[src/rtl/can_framer_pkg.sv]
// -----------------------------------------------------------------------------
// can_framer_pkg
// Shared definitions for can_rx_framer: FSM state encoding, header bit
// positions, packet byte offsets and a helper that XORs the four bytes of a
// zero-extended 29-bit CAN identifier.
// -----------------------------------------------------------------------------
package can_framer_pkg;

    typedef enum logic [1:0] {
        IDLE    = 2'd0,
        COLLECT = 2'd1,
        SEND    = 2'd2
    } state_t;

    // Header byte layout: {ide, trunc, 2'b00, len[3:0]}
    localparam int HDR_IDE_BIT   = 7;
    localparam int HDR_TRUNC_BIT = 6;
    localparam int HDR_LEN_LSB   = 0;
    localparam int HDR_LEN_W     = 4;

    // Packet byte offsets
    localparam int OFS_SYNC = 0;
    localparam int OFS_HDR  = 1;
    localparam int OFS_ID   = 2;
    localparam int OFS_DATA = 6;

    localparam int ID_BYTES = 4;
    localparam int ID_W     = 29;

    // XOR of the four big-endian bytes of the zero-extended identifier.
    function automatic logic [7:0] id_xor(input logic [ID_W-1:0] id);
        logic [31:0] w;
        w = {3'b000, id};
        return w[31:24] ^ w[23:16] ^ w[15:8] ^ w[7:0];
    endfunction

endpackage

[src/rtl/can_rx_framer.sv]
// -----------------------------------------------------------------------------
// can_rx_framer
// Packs one received CAN frame (payload bytes + ID/IDE) into a self-delimiting
// byte packet for a byte sink such as a UART transmitter:
//   SYNC_BYTE, HDR={ide,trunc,2'b0,len}, ID[31:24..7:0], payload[0..len-1]
// Only one frame is held; frames completing while a packet is draining are
// discarded and counted in a saturating counter.
//
// Optional feature (macro CAN_FRAMER_CKSUM_EN): when defined, a trailing byte
// holding the XOR of every packet byte after SYNC_BYTE is appended.
//
// Ports
//   clk       in   system clock
//   rstn      in   asynchronous active-low reset
//   rx_valid  in   payload byte strobe (no backpressure)
//   rx_last   in   last byte of frame, qualified by rx_valid
//   rx_data   in   payload byte
//   rx_id     in   29-bit frame ID (11-bit IDs right-aligned)
//   rx_ide    in   1 = extended ID
//   o_valid   out  packet byte available
//   o_ready   in   sink accepts byte this cycle
//   o_data    out  packet byte
//   busy      out  framer not idle
//   drop_cnt  out  number of frames discarded (saturating)
// -----------------------------------------------------------------------------
module can_rx_framer
    import can_framer_pkg::*;
#(
    parameter logic [7:0] SYNC_BYTE  = 8'hA5,
    parameter int         MAX_LEN    = 8,
    parameter int         DROP_CNT_W = 16
) (
    input  logic                  clk,
    input  logic                  rstn,
    input  logic                  rx_valid,
    input  logic                  rx_last,
    input  logic [7:0]            rx_data,
    input  logic [28:0]           rx_id,
    input  logic                  rx_ide,
    output logic                  o_valid,
    input  logic                  o_ready,
    output logic [7:0]            o_data,
    output logic                  busy,
    output logic [DROP_CNT_W-1:0] drop_cnt
);

`ifdef CAN_FRAMER_CKSUM_EN
    localparam int CK_BYTES = 1;
`else
    localparam int CK_BYTES = 0;
`endif

    localparam int BUF_AW = (MAX_LEN > 1) ? $clog2(MAX_LEN) : 1;
    localparam int PKT_W  = $clog2(OFS_DATA + MAX_LEN + CK_BYTES + 1);

    localparam logic [HDR_LEN_W-1:0] MAX_LEN_L = HDR_LEN_W'(MAX_LEN);
    localparam logic [PKT_W-1:0]     P_SYNC    = PKT_W'(OFS_SYNC);
    localparam logic [PKT_W-1:0]     P_HDR     = PKT_W'(OFS_HDR);
    localparam logic [PKT_W-1:0]     P_ID0     = PKT_W'(OFS_ID);
    localparam logic [PKT_W-1:0]     P_ID1     = PKT_W'(OFS_ID + 1);
    localparam logic [PKT_W-1:0]     P_ID2     = PKT_W'(OFS_ID + 2);
    localparam logic [PKT_W-1:0]     P_ID3     = PKT_W'(OFS_ID + 3);
    localparam logic [PKT_W-1:0]     P_DATA    = PKT_W'(OFS_DATA);

    state_t                 state, state_nxt;
    logic [ID_W-1:0]        id_q;
    logic                   ide_q;
    logic [7:0]             pay_q [MAX_LEN];
    logic [HDR_LEN_W-1:0]   len;
    logic                   trunc;
    logic [PKT_W-1:0]       idx;
    logic [PKT_W-1:0]       last_idx;
    logic [PKT_W-1:0]       data_ofs;
    logic [31:0]            id_ext;
    logic [7:0]             hdr;
    logic [7:0]             byte_sel;
    logic                   hs;
    logic                   at_last;
    logic                   first_acc;
    logic                   more_acc;
`ifdef CAN_FRAMER_CKSUM_EN
    logic [7:0]             ck_q;
`endif

    assign o_valid   = (state == SEND);
    assign busy      = (state != IDLE);
    assign o_data    = o_valid ? byte_sel : 8'h00;

    assign hs        = o_valid && o_ready;
    assign last_idx  = P_DATA + PKT_W'(len) - PKT_W'(1) + PKT_W'(CK_BYTES);
    assign at_last   = (idx == last_idx);
    assign first_acc = (state == IDLE) && rx_valid;
    // Bytes beyond MAX_LEN are discarded; only stored bytes enter the checksum.
    assign more_acc  = (state == COLLECT) && rx_valid && (len < MAX_LEN_L);
    assign id_ext    = {3'b000, id_q};

    always_comb begin
        hdr = 8'h00;
        hdr[HDR_IDE_BIT]   = ide_q;
        hdr[HDR_TRUNC_BIT] = trunc;
        hdr[HDR_LEN_LSB +: HDR_LEN_W] = len;
    end

    // FSM state register
    always_ff @(posedge clk or negedge rstn) begin
        if (!rstn) begin
            state <= IDLE;
        end else begin
            state <= state_nxt;
        end
    end

    // FSM next state
    always_comb begin
        state_nxt = state;
        case (state)
            IDLE: begin
                if (rx_valid) begin
                    state_nxt = rx_last ? SEND : COLLECT;
                end
            end
            COLLECT: begin
                if (rx_valid && rx_last) begin
                    state_nxt = SEND;
                end
            end
            SEND: begin
                if (hs && at_last) begin
                    state_nxt = IDLE;
                end
            end
            default: state_nxt = IDLE;
        endcase
    end

    // Control: length, truncation flag, packet byte index, drop counter
    always_ff @(posedge clk or negedge rstn) begin
        if (!rstn) begin
            len      <= '0;
            trunc    <= 1'b0;
            idx      <= '0;
            drop_cnt <= '0;
        end else begin
            case (state)
                IDLE: begin
                    idx <= '0;
                    if (rx_valid) begin
                        len   <= HDR_LEN_W'(1);
                        trunc <= 1'b0;
                    end
                end
                COLLECT: begin
                    if (rx_valid) begin
                        if (len < MAX_LEN_L) begin
                            len <= len + HDR_LEN_W'(1);
                        end else begin
                            trunc <= 1'b1;
                        end
                    end
                end
                SEND: begin
                    // The frame buffer is occupied for the whole SEND state,
                    // including the edge of the final handshake.
                    if (rx_valid && rx_last && !(&drop_cnt)) begin
                        drop_cnt <= drop_cnt + DROP_CNT_W'(1);
                    end
                    if (hs) begin
                        if (at_last) begin
                            idx   <= '0;
                            len   <= '0;
                            trunc <= 1'b0;
                        end else begin
                            idx <= idx + PKT_W'(1);
                        end
                    end
                end
                default: ;
            endcase
        end
    end

    // Frame payload, identifier and running checksum (data, not reset)
    always_ff @(posedge clk) begin
        if (first_acc) begin
            id_q     <= rx_id;
            ide_q    <= rx_ide;
            pay_q[0] <= rx_data;
        end else if (more_acc) begin
            pay_q[len[BUF_AW-1:0]] <= rx_data;
        end
    end

`ifdef CAN_FRAMER_CKSUM_EN
    always_ff @(posedge clk) begin
        if (first_acc) begin
            ck_q <= id_xor(rx_id) ^ rx_data;
        end else if (more_acc) begin
            ck_q <= ck_q ^ rx_data;
        end
    end
`endif

    // Packet byte select
    always_comb begin
        byte_sel = 8'h00;
        data_ofs = idx - P_DATA;
        case (idx)
            P_SYNC:  byte_sel = SYNC_BYTE;
            P_HDR:   byte_sel = hdr;
            P_ID0:   byte_sel = id_ext[31:24];
            P_ID1:   byte_sel = id_ext[23:16];
            P_ID2:   byte_sel = id_ext[15:8];
            P_ID3:   byte_sel = id_ext[7:0];
            default: begin
                if (data_ofs < PKT_W'(len)) begin
                    byte_sel = pay_q[data_ofs[BUF_AW-1:0]];
                end else begin
`ifdef CAN_FRAMER_CKSUM_EN
                    // Header is stable during SEND, so it is folded in here.
                    byte_sel = ck_q ^ hdr;
`else
                    byte_sel = 8'h00;
`endif
                end
            end
        endcase
    end

endmodule

[config.mk]
export PLATFORM = sky130hd
export DESIGN_NAME = can_rx_framer
export DESIGN_NICKNAME = d
export VERILOG_FILES = /design/src/rtl/can_framer_pkg.sv /design/src/rtl/can_rx_framer.sv
export SDC_FILE = /design/constraint.sdc
export NUM_CORES = 1
export LEC_CHECK = 0
export CAP_MARGIN = 10
export CORE_ASPECT_RATIO = 0.8
export CORE_MARGIN = 5
export CORE_UTILIZATION = 55
export DETAILED_ROUTE_END_ITERATION = 8
export PLACE_DENSITY = 0.9
export SLEW_MARGIN = 5
export SYNTH_ARGS = -nofsm -noshare
export SYNTH_HDL_FRONTEND = slang
export SYNTH_SLANG_ARGS = --single-unit
[constraint.sdc]
create_clock -name clk -period 3 [get_ports clk]
set_input_delay 0.6 -clock clk [delete_from_list [all_inputs] [get_ports clk]]
set_output_delay 0.6 -clock clk [all_outputs]
set_load 0.05 [all_outputs]
==> impl_metrics.ini, run 1 <==
[outcome]
status = finished with violations
failed_checks = setup timing

[hold_path]
worst_hold_path.endpoint = drop_cnt[12]$_DFFE_PN0P_
whs_path_depth = 1
hold_class = flop to flop
worstHoldStart = drop_cnt[12]$_DFFE_PN0P_

[cts]
cts_inserted_buffers = 17
cts_htree_levels = 4
clock_insertion_delay_at_the_later_pin_of_the_skew_report_ns = 0.42
cts_hold_buffers = 0
clockBufferDepth = 2
worst_setup_hold_path_clk_slew_ns = 0.06
tritoncts_clock_tree = done
clock-root-buffer = clkbuf_16
cts_num_sinks = 121

[sta]
period_share_pct = 106
unrepaired_setup_endpoints_after_global_routing = yes
max_clock_freq_ghz = 0.314
relSlewSlack_pct = 63.6
tmin_final_ns = 3.18
slew_violations = 0
layout_setup_ws_ns = -0.183
finalHoldViolations = 0
worstMarginPinSlew_ns = 0.546
setup_viol = 8
clock_skew_ns = 0.0136

[final_layout]
area_of_combinational_cells_with_multiple_inputs_mm2 = 0.00194
layout-area-overhead-vs-synth_pct = 31.7
filler_cell_count = 510
postLayoutCoreUtil_pct = 74.3
num-nets-final = 532
final_design_area_excluding_fillers_mm2 = 0.00717
fraction_of_final_layout_cells_sized_beyond_drive_strength_1_pct = 23.6
antenna_cells_inserted = 0
seq_area_mm2 = 0.00350
post_layout_nonfiller_instances = 623

[yosys]
synthesis.nets = 433
synth-seq-area-share_pct = 64.3
post_synth_inst_count = 375
ys_ff_latch = 121
synthesis.area_mm2 = 0.00544
synth.area.top_cells = edfxtp_1, dfrtp_1, mux4_2
synth.lib_cells_used.distinct = 56
synth_area_per_cell_um2 = 14.5
synth_ff_type = edfxtp_1
synth_most_common_cell = edfxtp_1
yosys_warnings = 0
synthArstFlopShare_pct = 22.3
yosysTopAreaCell = edfxtp_1
synth_top_area_share_pct = 51.9
synth_edf_count = 94
post_synth_most_frequent_cells = edfxtp_1, nor2_1, dfrtp_1, nand2_1, a21oi_1

[job]
max-cap-violations = 0

[global_routing]
grt_start_max_net_pins = 31
global_route.usage.total_pct = 25.2
grt.overflow.total = 0
first_global_vias = 4164
grt_pass1_wl_um = 22600
antenna_found_initial = 0

[placed_design]
place.port_buffers = 68
place_inst = 586
routabilityCongestion = 0.899
hpwl_um = 8810
placed_cell_area_mm2 = 0.00645
pre_cts_setup_slack_ns = 0.212

[worst_setup_path]
critical_path_peak_fanout = 6
critPathCaptureType = primary output
worstSetupStartpointType = flop
crit_path_top_delay_cell = dfrtp_2
reg2reg_slack_ns = 0.77
crit_type = flop to primary output
cp_cell_sequence = clkinvlp_4, ha_4, a22o_1, a211oi_1, a211oi_2, o221a_2, buf_4
timing.rr.end = len[1]$_DFFE_PN0P_
worst_path_largest_cell_delay_ns = 0.46
critical_path.top_delay_family = compound AO/OA/AOI/OAI gates
worstPathRequired_ns = 2.40
crit_buf_inv = 2
worst_r2r_startpoint = idx[0]$_DFFE_PN0P_
data_arrival_time_of_the_critical_path_ns = 2.58
r2r_cells = 7

[detailed_routing]
routed-via-count = 3965
drcViolationCount = 0
detail_route.wirelength_um = 15100
drt.antenna.violating_nets = 0
dr.pass1.iters = 6
initialDrtViolationCount = 624
avgViaCountPerCell = 6.36
post_drt_wl_per_cell_um = 24.2

[power_and_ir_drop]
p_leak_nw = 2.57
ir_drop_mv = 0.645
p_per_area_mw_per_mm2 = 1030

[die]
core_area_mm2 = 0.00965
die_width_um = 121
fp-row-count = 32
num_io_pins = 69
start_util_pct = 56.4
design.die.area_mm2 = 0.0120
die_height_um = 99.0
-- where the power goes --
part           leakage [nW]  internal, W  total, W  switching [W]
sequential             1.21      0.00204   0.00222       0.000184
combinational          1.09      0.00127   0.00316        0.00190
clock                 0.275      0.00122   0.00198       0.000765
total                  2.57      0.00452   0.00737        0.00284
-- sequential cells by signal, summed over array words and instances, names as in the netlist --
| register | cells |
|---|---|
| len | 4 |
| drop_cnt | 16 |
| ide_q | 1 |
| idx | 4 |
| trunc | 1 |
| state | 2 |
| pay_q | 64 |
| id_q | 29 |
-- cells by family after synthesis --
| family | Yosys count | share of synthesized area (%) |
|---|---|---|
| AO/OA/AOI/OAI | 74 | 10.0 |
| XOR/XNOR | 17 | 2.99 |
| adder cells (fa/ha/maj) | 15 | 3.45 |
| buffers and inverters | 30 | 2.18 |
| flip-flops | 121 | 64.3 |
| multiplexers | 27 | 8.71 |
| AND/OR/NAND/NOR | 91 | 8.37 |
-- per-stage QoR --
stage	total power, W	hold WS [ns]	setup TNS [ns]
finish	0.00737	0.497	-0.927
global route	0.00761	0.503	-1.10
CTS	0.00712	0.493	-0.0676
detailed placement	0.00498	0.486	0
global placement	0.00487	0.476	0
floorplan	0.00410	0.304	0
-- worst max path at each step --
stage,startpoint,end,cells past startpoint
floorplan,idx[1]$_DFFE_PN0P_,o_data[4],10
global placement,idx[1]$_DFFE_PN0P_,o_data[7],8
detailed placement,idx[1]$_DFFE_PN0P_,o_data[0],8
CTS,idx[1]$_DFFE_PN0P_,o_data[4],9
global route,idx[0]$_DFFE_PN0P_,o_data[0],7
finish,idx[0]$_DFFE_PN0P_,o_data[0],7
-- per-layer routing --
metal,routed length [um],global-route usage [%],share of wire [%]
met1,5240,30.8,35
met2,7590,41.2,50
met3,1650,7.46,11
met4,608,12.4,4.0
met5,0,0,0
-- worst register-to-register path: cells and delay by family (launching register included) --
family | cells | cell delay [ns]
flops | 1 | 0.46
fa+ha+maj | 1 | 0.31
compound gates | 3 | 0.65
buf+inv | 2 | 0.41
simple gates | 1 | 0.28
-- cell type report --
class	instances	share of cell area, %
sequential	121	48.9
clock inverter	15	2.08
timing repair buffer	95	12.8
tap	136	2.37
multi-input combinational	224	27.1
inverter	15	0.838
clock buffer	17	5.93
-- what timing repair did --
action                     CTS  global route
gates resized for setup     15             9
buffers inserted             3             2
pin swaps                    3             7
setup endpoints to repair    8             8
-- cell usage in the layout (no fill, tap or decap), drive strengths merged, types with 3 or more instances in the layout --
master / instances
nand2b: 3
a221oi: 6
xor2: 6
clkbuf: 17
xnor2: 10
a22oi: 4
mux4: 16
edfxtp: 94
nand3: 10
clkinv: 7
mux2: 3
a31oi: 3
clkdlybuf4s50: 60
o21a: 3
nor3: 7
a21oi: 18
mux2i: 8
o21ai: 11
a222oi: 3
nand2: 19
dfrtp: 27
nor2: 32
nand4: 6
o221a: 4
ha: 15
clkinvlp: 4
and2: 4
buf: 35
inv: 17
o211ai: 3
(Power assumes the default switching activity.)
==> run 2, diff against run 1 <==
--- a/config.mk
+++ b/config.mk
@@ -6,7 +6,7 @@
 export NUM_CORES = 1
 export LEC_CHECK = 0
 export CAP_MARGIN = 10
-export CORE_ASPECT_RATIO = 0.8
+export CORE_ASPECT_RATIO = 2
 export CORE_MARGIN = 5
 export CORE_UTILIZATION = 55
 export DETAILED_ROUTE_END_ITERATION = 8
==> constraint.sdc (replaced) <==
create_clock -name clk -period 3.79 [get_ports clk]
set_input_delay 0.758 -clock clk [delete_from_list [all_inputs] [get_ports clk]]
set_output_delay 0.758 -clock clk [all_outputs]
set_load 0.05 [all_outputs]
==> run 2 against run 1 <==
- the run now ends clean
- global-route usage decreased by 0.29 points
- sequential power down 21%
- register-to-register slack gained 0.53 ns
- highest routed layer unchanged
- non-clock buffer count is 18 lower
- critical endpoint is now o_data[6]
- critical path depth increased by 1
- worst hold slack better by 0.0083 ns
- final area down 2.9%
- count of clock-buffer cells in the layout up 9
- routed wire length is 8.3% lower
- clock skew grew 0.00061 ns
==> impl_metrics.ini, run 2 (synthesized netlist as in run 1, its figures left out) <==
[outcome]
status = finished, final reports clean

[final_layout]
fraction_of_final_layout_cells_sized_beyond_drive_strength_1_pct = 16.4
largest_register_ffs = 64
filler_cell_count = 631
layout-area-overhead-vs-synth_pct = 27.9
antenna_cells_inserted = 0
top_library_cells_by_usage_in_the_layout_fill_and_taps_aside = edfxtp_1, clkdlybuf4s50_1, nor2_1, dfrtp_1, clkbuf_16
largest_registers = pay_q x64, id_q x29, drop_cnt x16
num-nets-final = 514
post_layout_nonfiller_instances = 601
final_common_cell = edfxtp_1
area_of_combinational_cells_with_multiple_inputs_mm2 = 0.00183
seq_area_mm2 = 0.00350
regMostFlops = pay_q

[detailed_routing]
drcViolationCount = 0
dr.pass1.iters = 7
detail_route.wirelength_um = 13800
post_drt_wl_per_cell_um = 23.0
initialDrtViolationCount = 416
avgViaCountPerCell = 6.25
drt.antenna.violating_nets = 0
routed-via-count = 3759

[job]
max-cap-violations = 0

[worst_setup_path]
cp_cell_sequence = buf_4, ha_1, o21bai_1, a21o_1, o211ai_1, o22a_1, nor2_1, buf_12
critPathCaptureType = primary output
crit_buf_inv = 2
crit_type = flop to primary output
worstPathRequired_ns = 3.03
critPathLaunch = idx[1]$_DFFE_PN0P_
data_arrival_time_of_the_critical_path_ns = 2.78
critical_path.top_delay_family = compound AO/OA/AOI/OAI gates
worstSetupStartpointType = flop
worst_path_largest_cell_delay_ns = 0.42
crit_path_top_delay_cell = dfrtp_1
worst_r2r_startpoint = state[1]$_DFFE_PN0P_
critical_path_peak_fanout = 19

[global_routing]
grt.overflow.total = 0
global_route.usage.total_pct = 24.9
grt_start_max_net_pins = 31
antenna_found_initial = 0
first_global_vias = 3927
grt_pass1_wl_um = 21600

[placed_design]
place.port_buffers = 68
routabilityCongestion = 0.851
hpwl_um = 9330
place_inst = 569

[cts]
cells_resized_by_post_cts_repair = 0
clockBufferDepth = 2
cts_hold_buffers = 0
tritoncts_clock_tree = done
cts_inserted_buffers = 17
post_cts_buffers = 0
clock-root-buffer = clkbuf_16
cts_htree_levels = 4
worst_setup_hold_path_clk_slew_ns = 0.05
clock_insertion_delay_at_the_later_pin_of_the_skew_report_ns = 0.42
cts_num_sinks = 121

[hold_path]
hold_class = flop to flop
worstHoldStart = drop_cnt[12]$_DFFE_PN0P_

[power_and_ir_drop]
p_per_area_mw_per_mm2 = 798
pwr-share-comb_pct = 38.6
power.share.clock_pct = 29.8
power.sequential.fraction_pct = 31.7
ir_drop_mv = 0.447
power_switching_w = 0.00202
p_leak_nw = 2.52
internal_power_w = 0.00354
switching_share_pct = 36.2

[sta]
max_clock_freq_ghz = 0.283
tmin_final_ns = 3.53
finalHoldViolations = 0
relSlewSlack_pct = 41.7
holdWs_ns = 0.505
worstMarginPinSlew_ns = 0.871
setup_total_negative_slack_ns = 0
slew_violations = 0
clock_skew_ns = 0.0142
unrepaired_setup_endpoints_after_global_routing = no
setup_viol = 0
period_share_pct = 93.3

[die]
start_util_pct = 56.1
die_height_um = 151
num_io_pins = 69
die_width_um = 80.4
core_area_mm2 = 0.00970
design.die.area_mm2 = 0.0121
fp-row-count = 51
-- run 2: worst paths after layout --
check                                           endpoint  slack (ns)  depth (start not counted)
worst min-delay path            drop_cnt[12]$_DFFE_PN0P_        0.51                          1
worst max register to register     pay_q[5][7]$_DFFE_PP_        1.30                          6
worst min register to register  drop_cnt[12]$_DFFE_PN0P_        0.51                          1
min in group asynchronous              trunc$_DFFE_PN0P_        0.72                          2
worst max-delay path                           o_data[6]        0.26                          8
max in group asynchronous       drop_cnt[13]$_DFFE_PN0P_        2.79                          2
-- run 2: layout make-up --
cell class              count  area share, %
clock buffers              26           8.55
clock inverters             6          0.611
inverters                  15          0.809
multi-input cells         224           26.2
flip-flops and latches    121           50.2
well taps                 132           2.37
repair buffers             77           11.2
-- run 2: worst register-to-register path: cells and delay by family (launching register included) --
family / cells / cell delay [ns]
flip-flops: 1 / 0.40
adder cells (fa/ha/maj): 1 / 0.24
buffers and inverters: 2 / 0.26
AND/OR/NAND/NOR: 3 / 1.20
-- run 2: per-layer routing --
| metal | track usage [%] | wire length (um) | vias up |
|---|---|---|---|
| met5 | 0 | 0 | - |
| met4 | 14.4 | 733 | 0 |
| met3 | 6.65 | 860 | 72 |
| met2 | 45.2 | 7780 | 262 |
| met1 | 24.8 | 4460 | 1805 |
| li1 | - | - | 1620 |
-- run 2: stage by stage --
stage / instance area, um^2 / setup slack [ns] / utilization (%) / total power [W]
after floorplan: 5440 / 0.331 / - / 0.00321
after global placement: 6320 / 0.870 / 65.2 / 0.00376
after detailed placement: 6320 / 0.659 / 65.2 / 0.00384
after CTS: 6960 / 0.152 / 71.8 / 0.00555
after global routing: 6960 / 0.126 / 71.8 / 0.00578
final: 6960 / 0.256 / 71.8 / 0.00556
-- run 2: power groups by stage --
stage | Combinational (W) | Sequential [W] | Clock, W
floorplan | 0.00142 | 0.00179 | 0
global placement | 0.00200 | 0.00176 | 0
detailed placement | 0.00207 | 0.00177 | 0
CTS | 0.00213 | 0.00175 | 0.00167
global route | 0.00228 | 0.00178 | 0.00173
finish | 0.00215 | 0.00176 | 0.00165
==> run 3, diff against run 2 <==
--- a/config.mk
+++ b/config.mk
@@ -10,7 +10,9 @@
 export CORE_MARGIN = 5
 export CORE_UTILIZATION = 55
 export DETAILED_ROUTE_END_ITERATION = 8
+export MAX_ROUTING_LAYER = met4
 export PLACE_DENSITY = 0.9
+export REMOVE_ABC_BUFFERS = 1
 export SLEW_MARGIN = 5
 export SYNTH_ARGS = -nofsm -noshare
 export SYNTH_HDL_FRONTEND = slang
==> run 3 against run 2 <==
- final area shrank 0.47%
- count of clock-buffer cells in the layout shrank 9
- final cell count grew 0.50%
- sequential cell count is the same
- via count shrank 2.2%
- clock skew grew 0.0017 ns
- fmax shrank 1.8%
- non-clock buffer count grew 4
==> impl_metrics.ini, run 3 (synthesized netlist as in run 1, its figures left out) <==
[final_layout]
regMostFlops = pay_q
layout-area-overhead-vs-synth_pct = 27.3
final_common_cell = edfxtp_1
antenna_cells_inserted = 0
fraction_of_final_layout_cells_sized_beyond_drive_strength_1_pct = 16.9
top_library_cells_by_usage_in_the_layout_fill_and_taps_aside = edfxtp_1, clkdlybuf4s50_1, nor2_1, dfrtp_1, nand2_1
largest_registers = pay_q x64, id_q x29, drop_cnt x16
num-nets-final = 518
largest_register_ffs = 64
filler_cell_count = 603

[global_routing]
antenna_found_initial = 0
grt_start_max_net_pins = 31
grt.overflow.total = 0
first_global_vias = 3713
grt_pass1_wl_um = 19900
global_route.usage.total_pct = 23.4

[power_and_ir_drop]
ir_drop_mv = 0.500
p_per_area_mw_per_mm2 = 777
total_power_w = 0.00539
p_leak_nw = 2.49

[sta]
tmin_final_ns = 3.60
relSlewSlack_pct = 64.9
slew_violations = 0
finalHoldViolations = 0
holdWs_ns = 0.501
unrepaired_setup_endpoints_after_global_routing = no
clock_skew_ns = 0.0159
worstMarginPinSlew_ns = 0.521
setup_total_negative_slack_ns = 0
layout_setup_ws_ns = 0.190
max_clock_freq_ghz = 0.278
setup_viol = 0
period_share_pct = 95.0

[cts]
worst_setup_hold_path_clk_slew_ns = 0.06
tritoncts_clock_tree = done
cts_hold_buffers = 0
cts_htree_levels = 4
cts_inserted_buffers = 17
clockBufferDepth = 2
clock-root-buffer = clkbuf_16
post_cts_buffers = 0
cts_num_sinks = 121
cells_resized_by_post_cts_repair = 0
clock_insertion_delay_at_the_later_pin_of_the_skew_report_ns = 0.42

[detailed_routing]
avgViaCountPerCell = 6.09
routed-via-count = 3677
drt.antenna.violating_nets = 0
drcViolationCount = 0
dr.pass1.iters = 7
post_drt_wl_per_cell_um = 21.1
initialDrtViolationCount = 343
detail_route.wirelength_um = 12700

[worst_setup_path]
worstPathRequired_ns = 3.03
data_arrival_time_of_the_critical_path_ns = 2.84
crit_type = flop to primary output
critPathCaptureType = primary output
critical_path_peak_fanout = 19
worstSetupStartpointType = flop

[die]
fp-row-count = 51
die_width_um = 80.4
num_io_pins = 69
design.die.area_mm2 = 0.0121
start_util_pct = 56.1
die_height_um = 151
core_area_mm2 = 0.00970

[job]
max-cap-violations = 0

[hold_path]
hold_class = flop to flop

[outcome]
status = finished, final reports clean

[placed_design]
pre_cts_setup_slack_ns = 0.635
hpwl_um = 8900
routabilityCongestion = 0.861
place.port_buffers = 68
run 3: path summary, 6_finish.rpt:
kind | startpoint | to | slack [ns] | depth (start not counted)
min in group asynchronous | rstn | drop_cnt[4]$_DFFE_PN0P_ | 0.72 | 2
worst min-delay path | drop_cnt[12]$_DFFE_PN0P_ | drop_cnt[12]$_DFFE_PN0P_ | 0.50 | 1
worst max-delay path | idx[1]$_DFFE_PN0P_ | o_data[1] | 0.19 | 8
worst min register to register | drop_cnt[12]$_DFFE_PN0P_ | drop_cnt[12]$_DFFE_PN0P_ | 0.50 | 1
max in group asynchronous | rstn | idx[2]$_DFFE_PN0P_ | 2.80 | 2
worst max register to register | len[0]$_DFFE_PN0P_ | len[1]$_DFFE_PN0P_ | 1.56 | 6
run 3: final cells by class:
type,count,area (um^2),area share [%]
inverters,15,56.3,0.812
multi-input cells,224,1830,26.4
flip-flops and latches,121,3500,50.5
well taps,132,165,2.38
clock buffers,17,425,6.14
repair buffers,81,833,12.0
clock inverters,14,125,1.81
run 3: through the flow:
stage / cell area, um^2 / util [%] / std cells
3_3_place_gp: 6380 / 65.8 / 573
3_5_place_dp: 6380 / 65.8 / 573
4_1_cts: 6930 / 71.5 / 604
6_report: 6930 / 71.5 / 604
5_1_grt: 6930 / 71.5 / 604
2_1_floorplan: 5380 / - / 360
run 3: report_power, final:
part / switching (W) / total, W / internal, W / leakage, nW
clock network: 0.000591 / 0.00149 / 0.000898 / 0.256
logic: 0.00126 / 0.00215 / 0.000885 / 1.02
registers: 0.000142 / 0.00175 / 0.00161 / 1.21
total: 0.00199 / 0.00539 / 0.00339 / 2.49
run 3: critical path, cell delays in order (launching register included):
cell and delay (ns):
dfrtp_1 0.42, buf_4 0.24, inv_1 0.14, ha_1 0.48
a222oi_1 0.21, and2_1 0.20, o32a_1 0.34, nor2_1 0.21
buf_12 0.17
run 3: per-layer routing:
metal / global-route usage (%) / vias up / part of all wire [%]
li1: - / 1631 / -
met1: 23.8 / 1843 / 35
met2: 40.7 / 158 / 57
met3: 4.49 / 45 / 4.6
met4: 14.0 / 0 / 4.2
met5: - / - / 0
